===== config.mk =====
export PLATFORM = sky130hd
export DESIGN_NAME = matrix_packet_buffer_flat
export DESIGN_NICKNAME = d
export VERILOG_FILES = /design/src/rtl/matrix_packet_buffer_if.sv /design/src/rtl/matrix_packet_buffer.sv /design/src/flat_wrapper.sv
export SDC_FILE = /design/constraint.sdc
export NUM_CORES = 1
export LEC_CHECK = 0
export CAP_MARGIN = 20
export CORE_ASPECT_RATIO = 0.75
export CORE_MARGIN = 4
export CORE_UTILIZATION = 30
export CTS_BUF_LIST = sky130_fd_sc_hd__clkbuf_4 sky130_fd_sc_hd__clkbuf_8 sky130_fd_sc_hd__clkbuf_16
export CTS_CLUSTER_SIZE = 24
export DETAILED_ROUTE_END_ITERATION = 8
export DONT_BUFFER_PORTS = 1
export PLACE_DENSITY_LB_ADDON = 0.08
export RECOVER_POWER = 25
export SYNTH_ARGS = -nofsm -noshare
export SYNTH_HDL_FRONTEND = slang
export SYNTH_SLANG_ARGS = --single-unit

===== constraint.sdc =====
create_clock -name clk -period 3.4 [get_ports clk]
set_input_delay 0.34 -clock clk [delete_from_list [all_inputs] [get_ports clk]]
set_output_delay 0.34 -clock clk [all_outputs]
set_load 0.03 [all_outputs]

===== src/rtl/matrix_packet_buffer_if.sv =====
// Command/response bus between the HPS-FPGA bridge and the matrix packet buffer.
interface matrix_packet_buffer_if #(
    parameter int unsigned PKT_W = 32,
    parameter int unsigned SEL_W = 1,
    parameter int unsigned OFF_W = 3
) ();
    logic             cmd_valid;
    logic             cmd_ready;
    logic [1:0]       cmd_op;
    logic [SEL_W-1:0] cmd_sel;
    logic [OFF_W-1:0] cmd_offset;
    logic [PKT_W-1:0] pkt_data_in;
    logic [PKT_W-1:0] pkt_data_out;
    logic             done;
    logic             err;

    // Bridge side: issues commands, receives completion and load data.
    modport master (
        output cmd_valid, cmd_op, cmd_sel, cmd_offset, pkt_data_in,
        input  cmd_ready, pkt_data_out, done, err
    );

    // Buffer side.
    modport slave (
        input  cmd_valid, cmd_op, cmd_sel, cmd_offset, pkt_data_in,
        output cmd_ready, pkt_data_out, done, err
    );
endinterface


===== src/rtl/matrix_packet_buffer.sv =====
// Packet buffer: assembles source matrices from packets for the coprocessor and
// returns a snapshot of the coprocessor result as packets.
module matrix_packet_buffer #(
    parameter int unsigned PKT_W  = 32,
    parameter int unsigned ELEM_W = 8,
    parameter int unsigned DIM    = 5,
    parameter int unsigned N_SRC  = 2,
    localparam int unsigned MAT_W = ELEM_W * DIM * DIM,
    localparam int unsigned N_PKT = (MAT_W + PKT_W - 1) / PKT_W,
    localparam int unsigned OFF_W = (N_PKT > 1) ? $clog2(N_PKT) : 1,
    localparam int unsigned SEL_W = (N_SRC > 1) ? $clog2(N_SRC) : 1
) (
    input  logic                     clk,
    input  logic                     rst_n,
    matrix_packet_buffer_if.slave    bus,
    output logic [N_SRC*MAT_W-1:0]   matrices,
    input  logic                     coproc_busy,
    input  logic                     coproc_done,
    input  logic [MAT_W-1:0]         result_in
);

    // Bits of the matrix carried by the (possibly partial) last packet.
    localparam int unsigned LAST_W = MAT_W - (N_PKT - 1) * PKT_W;
    localparam int unsigned SELC_W = SEL_W + 1;
    localparam int unsigned OFFC_W = OFF_W + 1;

    localparam logic [1:0] OP_STORE      = 2'b00;
    localparam logic [1:0] OP_STORE_NEXT = 2'b01;
    localparam logic [1:0] OP_LOAD       = 2'b10;
    localparam logic [1:0] OP_CLEAR      = 2'b11;

    typedef enum logic [1:0] {
        ST_IDLE = 2'd0,
        ST_EXEC = 2'd1,
        ST_RESP = 2'd2
    } state_e;

    state_e           state_q;
    logic             ready_q;
    logic             done_q;
    logic             err_q;
    logic [PKT_W-1:0] dout_q;

    logic [1:0]       op_q;
    logic [SEL_W-1:0] sel_q;
    logic [OFF_W-1:0] off_q;
    logic [PKT_W-1:0] data_q;

    logic [MAT_W-1:0] mat_q [N_SRC];
    logic [OFF_W-1:0] ptr_q [N_SRC];
    logic [MAT_W-1:0] res_q;

    logic             sel_ok;
    logic             off_ok;
    logic [SEL_W-1:0] sel_idx;
    logic [OFF_W-1:0] wr_off;
    logic [OFF_W-1:0] ptr_inc;
    logic [MAT_W-1:0] wr_mat;
    logic [PKT_W-1:0] ld_pkt;
    logic             cmd_err;

    assign bus.cmd_ready    = ready_q;
    assign bus.done         = done_q;
    assign bus.err          = err_q;
    assign bus.pkt_data_out = dout_q;

    // Source matrices are exposed straight from their registers.
    for (genvar k = 0; k < N_SRC; k++) begin : g_mat_out
        assign matrices[k*MAT_W +: MAT_W] = mat_q[k];
    end

    // Range checks, packet merge for stores, packet extraction for loads, error decode.
    always_comb begin
        sel_ok  = ({1'b0, sel_q} < SELC_W'(N_SRC));
        off_ok  = ({1'b0, off_q} < OFFC_W'(N_PKT));
        sel_idx = sel_ok ? sel_q : '0;
        wr_off  = (op_q == OP_STORE_NEXT) ? ptr_q[sel_idx] : off_q;
        ptr_inc = (ptr_q[sel_idx] == OFF_W'(N_PKT - 1)) ? '0 : ptr_q[sel_idx] + OFF_W'(1);

        wr_mat = mat_q[sel_idx];
        for (int unsigned p = 0; p < N_PKT - 1; p++) begin
            if (wr_off == OFF_W'(p)) begin
                wr_mat[MAT_W-1-p*PKT_W -: PKT_W] = data_q;
            end
        end
        if (wr_off == OFF_W'(N_PKT - 1)) begin
            wr_mat[LAST_W-1:0] = data_q[PKT_W-1 -: LAST_W];
        end

        ld_pkt = '0;
        for (int unsigned p = 0; p < N_PKT - 1; p++) begin
            if (off_q == OFF_W'(p)) begin
                ld_pkt = res_q[MAT_W-1-p*PKT_W -: PKT_W];
            end
        end
        if (off_q == OFF_W'(N_PKT - 1)) begin
            ld_pkt[PKT_W-1 -: LAST_W] = res_q[LAST_W-1:0];
        end

        cmd_err = 1'b0;
        case (op_q)
            OP_STORE:      cmd_err = !sel_ok || !off_ok || coproc_busy;
            OP_STORE_NEXT: cmd_err = !sel_ok || coproc_busy;
            OP_LOAD:       cmd_err = !off_ok;
            OP_CLEAR:      cmd_err = !sel_ok || coproc_busy;
            default:       cmd_err = 1'b1;
        endcase
    end

    // Command FSM, matrix/pointer storage and result shadow capture.
    always_ff @(posedge clk or negedge rst_n) begin
        if (!rst_n) begin
            state_q <= ST_IDLE;
            ready_q <= 1'b0;
            done_q  <= 1'b0;
            err_q   <= 1'b0;
            dout_q  <= '0;
            op_q    <= OP_STORE;
            sel_q   <= '0;
            off_q   <= '0;
            data_q  <= '0;
            res_q   <= '0;
            for (int unsigned k = 0; k < N_SRC; k++) begin
                mat_q[k] <= '0;
                ptr_q[k] <= '0;
            end
        end else begin
            // A LOAD in EXEC on this edge still sees the old shadow value.
            if (coproc_done) begin
                res_q <= result_in;
            end

            case (state_q)
                ST_IDLE: begin
                    done_q  <= 1'b0;
                    ready_q <= 1'b1;
                    if (ready_q && bus.cmd_valid) begin
                        op_q    <= bus.cmd_op;
                        sel_q   <= bus.cmd_sel;
                        off_q   <= bus.cmd_offset;
                        data_q  <= bus.pkt_data_in;
                        ready_q <= 1'b0;
                        state_q <= ST_EXEC;
                    end
                end
                ST_EXEC: begin
                    err_q   <= cmd_err;
                    done_q  <= 1'b1;
                    state_q <= ST_RESP;
                    if (!cmd_err) begin
                        case (op_q)
                            OP_STORE: begin
                                mat_q[sel_idx] <= wr_mat;
                            end
                            OP_STORE_NEXT: begin
                                mat_q[sel_idx] <= wr_mat;
                                ptr_q[sel_idx] <= ptr_inc;
                            end
                            OP_LOAD: begin
                                dout_q <= ld_pkt;
                            end
                            default: begin
                                mat_q[sel_idx] <= '0;
                                ptr_q[sel_idx] <= '0;
                            end
                        endcase
                    end
                end
                ST_RESP: begin
                    done_q  <= 1'b0;
                    err_q   <= 1'b0;
                    ready_q <= 1'b1;
                    state_q <= ST_IDLE;
                end
                default: begin
                    done_q  <= 1'b0;
                    err_q   <= 1'b0;
                    ready_q <= 1'b0;
                    state_q <= ST_IDLE;
                end
            endcase
        end
    end

endmodule


===== src/flat_wrapper.sv =====
// flat-port wrapper written by rule: the top's interface ports become plain ports
module matrix_packet_buffer_flat 
#(
    parameter int unsigned PKT_W  = 32,
    parameter int unsigned ELEM_W = 8,
    parameter int unsigned DIM    = 5,
    parameter int unsigned N_SRC  = 2,
    localparam int unsigned MAT_W = ELEM_W * DIM * DIM,
    localparam int unsigned N_PKT = (MAT_W + PKT_W - 1) / PKT_W,
    localparam int unsigned OFF_W = (N_PKT > 1) ? $clog2(N_PKT) : 1,
    localparam int unsigned SEL_W = (N_SRC > 1) ? $clog2(N_SRC) : 1
)
  (clk, rst_n, matrices, coproc_busy, coproc_done, result_in, bus_cmd_valid, bus_cmd_op, bus_cmd_sel, bus_cmd_offset, bus_pkt_data_in, bus_cmd_ready, bus_pkt_data_out, bus_done, bus_err);
  matrix_packet_buffer_if #(.PKT_W(PKT_W), .SEL_W(1), .OFF_W(3)) bus_i ();
  input  logic clk;
  input  logic rst_n;
  output logic [N_SRC*MAT_W-1:0] matrices;
  input  logic coproc_busy;
  input  logic coproc_done;
  input  logic [MAT_W-1:0] result_in;
  input wire logic [$bits(bus_i.cmd_valid)-1:0] bus_cmd_valid;
  input wire logic [$bits(bus_i.cmd_op)-1:0] bus_cmd_op;
  input wire logic [$bits(bus_i.cmd_sel)-1:0] bus_cmd_sel;
  input wire logic [$bits(bus_i.cmd_offset)-1:0] bus_cmd_offset;
  input wire logic [$bits(bus_i.pkt_data_in)-1:0] bus_pkt_data_in;
  output wire logic [$bits(bus_i.cmd_ready)-1:0] bus_cmd_ready;
  output wire logic [$bits(bus_i.pkt_data_out)-1:0] bus_pkt_data_out;
  output wire logic [$bits(bus_i.done)-1:0] bus_done;
  output wire logic [$bits(bus_i.err)-1:0] bus_err;
  assign bus_i.cmd_valid = bus_cmd_valid;
  assign bus_i.cmd_op = bus_cmd_op;
  assign bus_i.cmd_sel = bus_cmd_sel;
  assign bus_i.cmd_offset = bus_cmd_offset;
  assign bus_i.pkt_data_in = bus_pkt_data_in;
  assign bus_cmd_ready = bus_i.cmd_ready;
  assign bus_pkt_data_out = bus_i.pkt_data_out;
  assign bus_done = bus_i.done;
  assign bus_err = bus_i.err;
  matrix_packet_buffer #(.PKT_W(PKT_W), .ELEM_W(ELEM_W), .DIM(DIM), .N_SRC(N_SRC)) u_core (.clk(clk), .rst_n(rst_n), .bus(bus_i), .matrices(matrices), .coproc_busy(coproc_busy), .coproc_done(coproc_done), .result_in(result_in));
endmodule

== Yosys cells after proc, flatten, opt, wreduce, memory -nomap -nowiden ==
Index checks and enable logic that the tools add are counted.
Widths: inputs -> output; s select.
Word-level totals
  output and inout bits: 435
  input port bits: 243
  register bits: 681
Operators by class
  mux-type cells: 37
  equality and inequality tests: 19
  magnitude comparators: 3
  $add $sub $neg: 1
  bitwise gates (word level): 8
  reduce and logical (&&, ||, !) cells: 15
Operators with widths (count)
  $mux 200: 4
  $pmux 400 s2: 1
  $and 400x400->400: 1
  $bwmux 400: 1
  $not 400->400: 1
  $mux 32: 12
  $demux 200 s1: 1
  $eq 3x3->1 const B: 7
  $mux 3: 6
  $mux 8: 2
  $eq 3x2->1 const B: 4
  $pmux 6 s2: 1
  $reduce_and 3->1: 3
  $and 6x6->6: 1
  $bwmux 6: 1
  $eq 2x2->1 const B: 3
  $eq 3x1->1 const B: 2
  $logic_not 3->1: 2
  $not 6->6: 1
  $pmux 1 s3: 2
  $reduce_or 2->1: 3
  $eq 2x1->1 const B: 2
  $logic_not 2->1: 2
  $pmux 2 s2: 1
  other kinds (15): 19

== Depth between registers and ports, before layout ==
  depth in word-level cells: 9
  mapped depth: 7
  mapped depth without buffers: 4

== Worst setup path after synthesis ==
No wires, ideal clock.
  path type: register to register
  from: register u_core.op_q[1]
  to: register u_core.mat_q (netlist bit u_core.matrices[142])
  arrival: 1.718 ns
  slack: 1.549 ns
  cell stages (with the launch flop): 8
  cell sequence: dfrtp_1 > nor2b_1 > buf_4 > mux2_4 > buf_6 > buf_2 > nor4_1 > o31ai_1
Between the ends
  longest elaborated chain between the ends: 6
Ends and longest elaborated chain
  start: declaration: line matrix_packet_buffer.sv:44  | logic [1:0] op_q;
  start signal: assignment: line matrix_packet_buffer.sv:138  | op_q <= bus.cmd_op;
  $eq 2x1->1: line matrix_packet_buffer.sv:77, matrix_packet_buffer.sv:101, matrix_packet_buffer.sv:151
  $mux 3: line matrix_packet_buffer.sv:77  | wr_off = (op_q == OP_STORE_NEXT) ? ptr_q[sel_idx] : off_q;
  $eq 3x1->1: line matrix_packet_buffer.sv:82  | if (wr_off == OFF_W'(p)) begin
  $mux 32: line matrix_packet_buffer.sv:82
  $bwmux 400: line matrix_packet_buffer.sv:153, matrix_packet_buffer.sv:156
  $pmux 400 s2: line matrix_packet_buffer.sv:151  | case (op_q)
  end signal: indexed assignment: line matrix_packet_buffer.sv:153  | mat_q[sel_idx] <= wr_mat;
  end signal: indexed assignment: line matrix_packet_buffer.sv:156  | mat_q[sel_idx] <= wr_mat;
  end: declaration: line matrix_packet_buffer.sv:49  | logic [MAT_W-1:0] mat_q [N_SRC];
Several ways; a longest one is shown, not always the timed one.
A chain may end at the register's enable or synchronous reset.

== Final worst setup path ==
  from: register u_core.op_q[1]
  to: register u_core.mat_q (netlist bit u_core.matrices[75])
Between the ends
  longest elaborated chain between the ends: 6
Ends and longest elaborated chain (line)
  $eq 2x1->1: matrix_packet_buffer.sv:77, matrix_packet_buffer.sv:101, matrix_packet_buffer.sv:151
  $mux 3: matrix_packet_buffer.sv:77
  $eq 3x2->1: matrix_packet_buffer.sv:82
  $mux 32: matrix_packet_buffer.sv:82
  $bwmux 400: matrix_packet_buffer.sv:153, matrix_packet_buffer.sv:156
  $pmux 400 s2: matrix_packet_buffer.sv:151
Several ways; a longest one is shown, not always the timed one.

==> impl_metrics.ini <==
[run_status]
status = complete, no violations

[clocking]
htree_levels = 3
cts.reportedPaths.clkPinSlew_ns = 0.06
clockBufferDepth = 3
cts_setup_buffers = 0
numCtsBuffers = 78
clkLatencyLatePin_ns = 0.68
clock-sinks = 681
postCtsHoldBufs = 438
cts_resized = 0
cts_tree = yes
clockRootBuffer = clkbuf_16

[timing]
maxSlewHeadroom_pct = 24.3
setup_tns_ns = 0
fin_crit_ns = 2.78
finClkSkew_ns = 0.0358
setup_slack_ns = 0.623
setup_violations = 0
tightest_slew_ns = 1.14
rsz0062_at_grt = no
period_share_pct = 81.7
finalMaxSlewViolations = 0
hold_viol_final = 0
clock.fmax_mhz = 360

[pwr]
leakage_nw = 16.5
power_density_nw_per_um2 = 1080
ir_drop_uv = 736

[global_route]
grt_overflow = 0
antenna_found_initial = 20
grt_pass1_vias = 29600
grt_usage_pct = 24.9
grt_pass1_wl_um = 216000
grt_max_degree = 682

[placement]
dp_slack_ns = 0.669
dpl.hpwl_um = 89700
place_congestion = 0.802
io_buffers = 0

[setup_path]
cp_top_family = buffers and inverters
cp-startpoint = u_core.op_q[1]
slowest_stage = buf_12
cp_num_cells = 5
slowest_delay_ns = 0.66
path_class = reg2reg
crit_buf_inv = 2
cp_common_cell = buf_12
reg2reg_depth = 5
crit_path_end_kind = flip-flop
crit_chain = nor2b_4 -> buf_12 -> buf_12 -> o21ai_0 -> o31ai_1
r2r_start = u_core.op_q[1]
worstSetupStartpointType = flip-flop
arrival_ns = 3.32
critical_path_required_ns = 3.94
crit_fanout = 223

[synth]
synth-seq-cells = 681
avgSynthCellArea_sq_um = 11.3
synth.distinct_cells = 42
synthCells = 2944
syn_area_sq_um = 33200
ys_warn_count = 0
seq_area_frac_synth_pct = 51.3
synth_fp_nets = 3187

[finish]
areaGrowthSynthToFinish_pct = 25.0
nFillCells = 10500
drive_gt1_share_pct = 21.9
regArea_sq_um = 17000
multi_input_area_sq_um = 14700
final_nets = 3419

[die]
dieHeight_um = 296
ios = 678
rows = 105
initial_core_util_pct = 30.3
dieArea_sq_um = 116000
die_x_um = 392
core_area_sq_um = 110000

[drt]
routedWlPerCell_um = 31.9
viasPerCell = 6.00
routed_wl_um = 150000
dr.pass1.iters = 5
drc = 0
vias = 28200
first_iter_violations = 2191
ant_nets = 0

[hold_path]
hold_path_class = in2reg
hold_path_depth = 4
hold_start = coproc_busy

[run]
cap_violations = 0
synthesized netlist by cell type (all sizes together):
cell | n | area (sq um)
dfrtp | 681 | 17000
nor2 | 17 | 63.8
o211ai | 1 | 7.51
a221oi | 21 | 184
and3b | 2 | 17.5
buf | 193 | 1020
nand3 | 1 | 5.00
nand3b | 1 | 7.51
inv | 6 | 22.5
mux2i | 23 | 230
clkinv | 1 | 3.75
a21oi | 4 | 20.0
nor4 | 200 | 1290
a311oi | 1 | 8.76
mux2 | 470 | 5300
o2bb2ai | 20 | 175
o2111ai | 2 | 17.5
a222oi | 7 | 70.1
nor2b | 9 | 56.3
a21o | 7 | 52.6
o31ai | 415 | 3120
mux4 | 8 | 180
a22oi | 8 | 60.1
o21ai | 423 | 2120
nor3 | 3 | 15.0
and2b | 1 | 7.51
o221a | 4 | 45.0
nand2 | 44 | 165
clkbuf | 159 | 597
nand4b | 1 | 8.76
a211oi | 2 | 15.0
nand2b | 1 | 6.26
nor3b | 3 | 27.5
a31oi | 200 | 1250
or2 | 5 | 31.3
cell type report:
cell class / count / share of cell area [%]
Antenna cell: 12 / 0.0723
Multi-Input combinational cell: 1904 / 35.4
Sequential cell: 681 / 41.0
Clock inverter: 19 / 0.644
Inverter: 7 / 0.0632
Tap cell: 1444 / 4.35
Timing Repair Buffer: 504 / 12.7
Clock buffer: 119 / 5.78
tightest hold or removal path, cell delays in order:
cell and delay [ns]:
inv_1 0.16, o211ai_1 0.12, o21ai_0 0.08, nor2_1 0.04
sequential cells by signal, summed over array words and instances (netlist names):
signal and count:
u_core.matrices 400, u_core.res_q 200, u_core.bus.pkt_data_out 32, u_core.data_q 32, u_core.ptr_q 6, u_core.off_q 3
u_core.op_q 2, u_core.state_q 2, u_core.bus.cmd_ready 1, u_core.bus.done 1, u_core.bus.err 1, u_core.sel_idx 1
worst paths after layout:
| kind | endpoint | slack, ns |
|---|---|---|
| max | u_core.matrices[75] | 0.62 |
| min | u_core.bus.err | 0.13 |
| max reg2reg | u_core.matrices[75] | 0.62 |
| min reg2reg | u_core.state_q[1] | 0.48 |
| max in group asynchronous | u_core.matrices[224] | 1.22 |
| min in group asynchronous | u_core.res_q[146] | 0.17 |
routing by layer:
metal | global-route usage (%) | up-vias | part of all wire, %
met1 | 30.8 | 14900 | 40
met2 | 40.6 | 1044 | 47
li1 | - | 12000 | -
met3 | 7.78 | 262 | 8.1
met5 | 0 | - | 0
met4 | 10.4 | 0 | 4.5
per-stage QoR:
stage	total power, mW	utilization, %	cells	cell area [sq um]	hold WS, ns
2_1_floorplan	27.8	-	2944	33200	0.0444
4_1_cts	44.9	37.7	4672	41400	-0.681
3_3_place_gp	34.8	31.3	4096	34300	0.0616
3_5_place_dp	35.3	31.3	4096	34300	0.0599
6_report	44.9	37.9	4690	41600	0.135
5_1_grt	47.1	37.9	4689	41500	0.143
where the power goes:
| group | switching [mW] | internal, mW | leakage, nW | total [mW] |
|---|---|---|---|---|
| Sequential | 8.93 | 10.5 | 8.74 | 19.5 |
| Combinational | 10.7 | 5.86 | 6.42 | 16.6 |
| Clock | 3.71 | 5.21 | 1.34 | 8.91 |
layout by cell type, fill, tap and decap left out, types with 3 or more instances in the layout:
cell type,count
buf_12,24
a22oi_1,8
nor3_1,3
inv_1,6
a31oi_1,200
nor2_1,17
bufinv_16,4
clkbuf_4,20
a221oi_1,21
or2_2,3
a222oi_1,7
clkbuf_16,79
dfrtp_1,679
mux2i_1,20
buf_16,5
mux2_8,3
o21ai_0,423
o31ai_1,415
mux2i_4,3
diode_2,12
nor4_2,7
o221a_2,4
nor2b_1,8
dlygate4sd3_1,439
nand2_1,44
nor4_1,193
a21oi_1,4
mux4_2,8
a21o_1,7
clkbuf_8,20
buf_4,36
o2bb2ai_1,20
mux2_2,467
clkinv_2,9
cell families (layout without fill, tap and decap cells):
| kind of cell | count (synthesis) | in the layout | share of synthesized area (%) |
|---|---|---|---|
| flops | 681 | 681 | 51.3 |
| simple gates | 288 | 288 | 5.13 |
| compound gates | 1115 | 1115 | 21.5 |
| mux | 501 | 501 | 17.2 |
| buf+inv | 359 | 649 | 4.93 |
| other cells | 0 | 12 | 0 |
No activity file was read; power rests on OpenSTA's default activity.
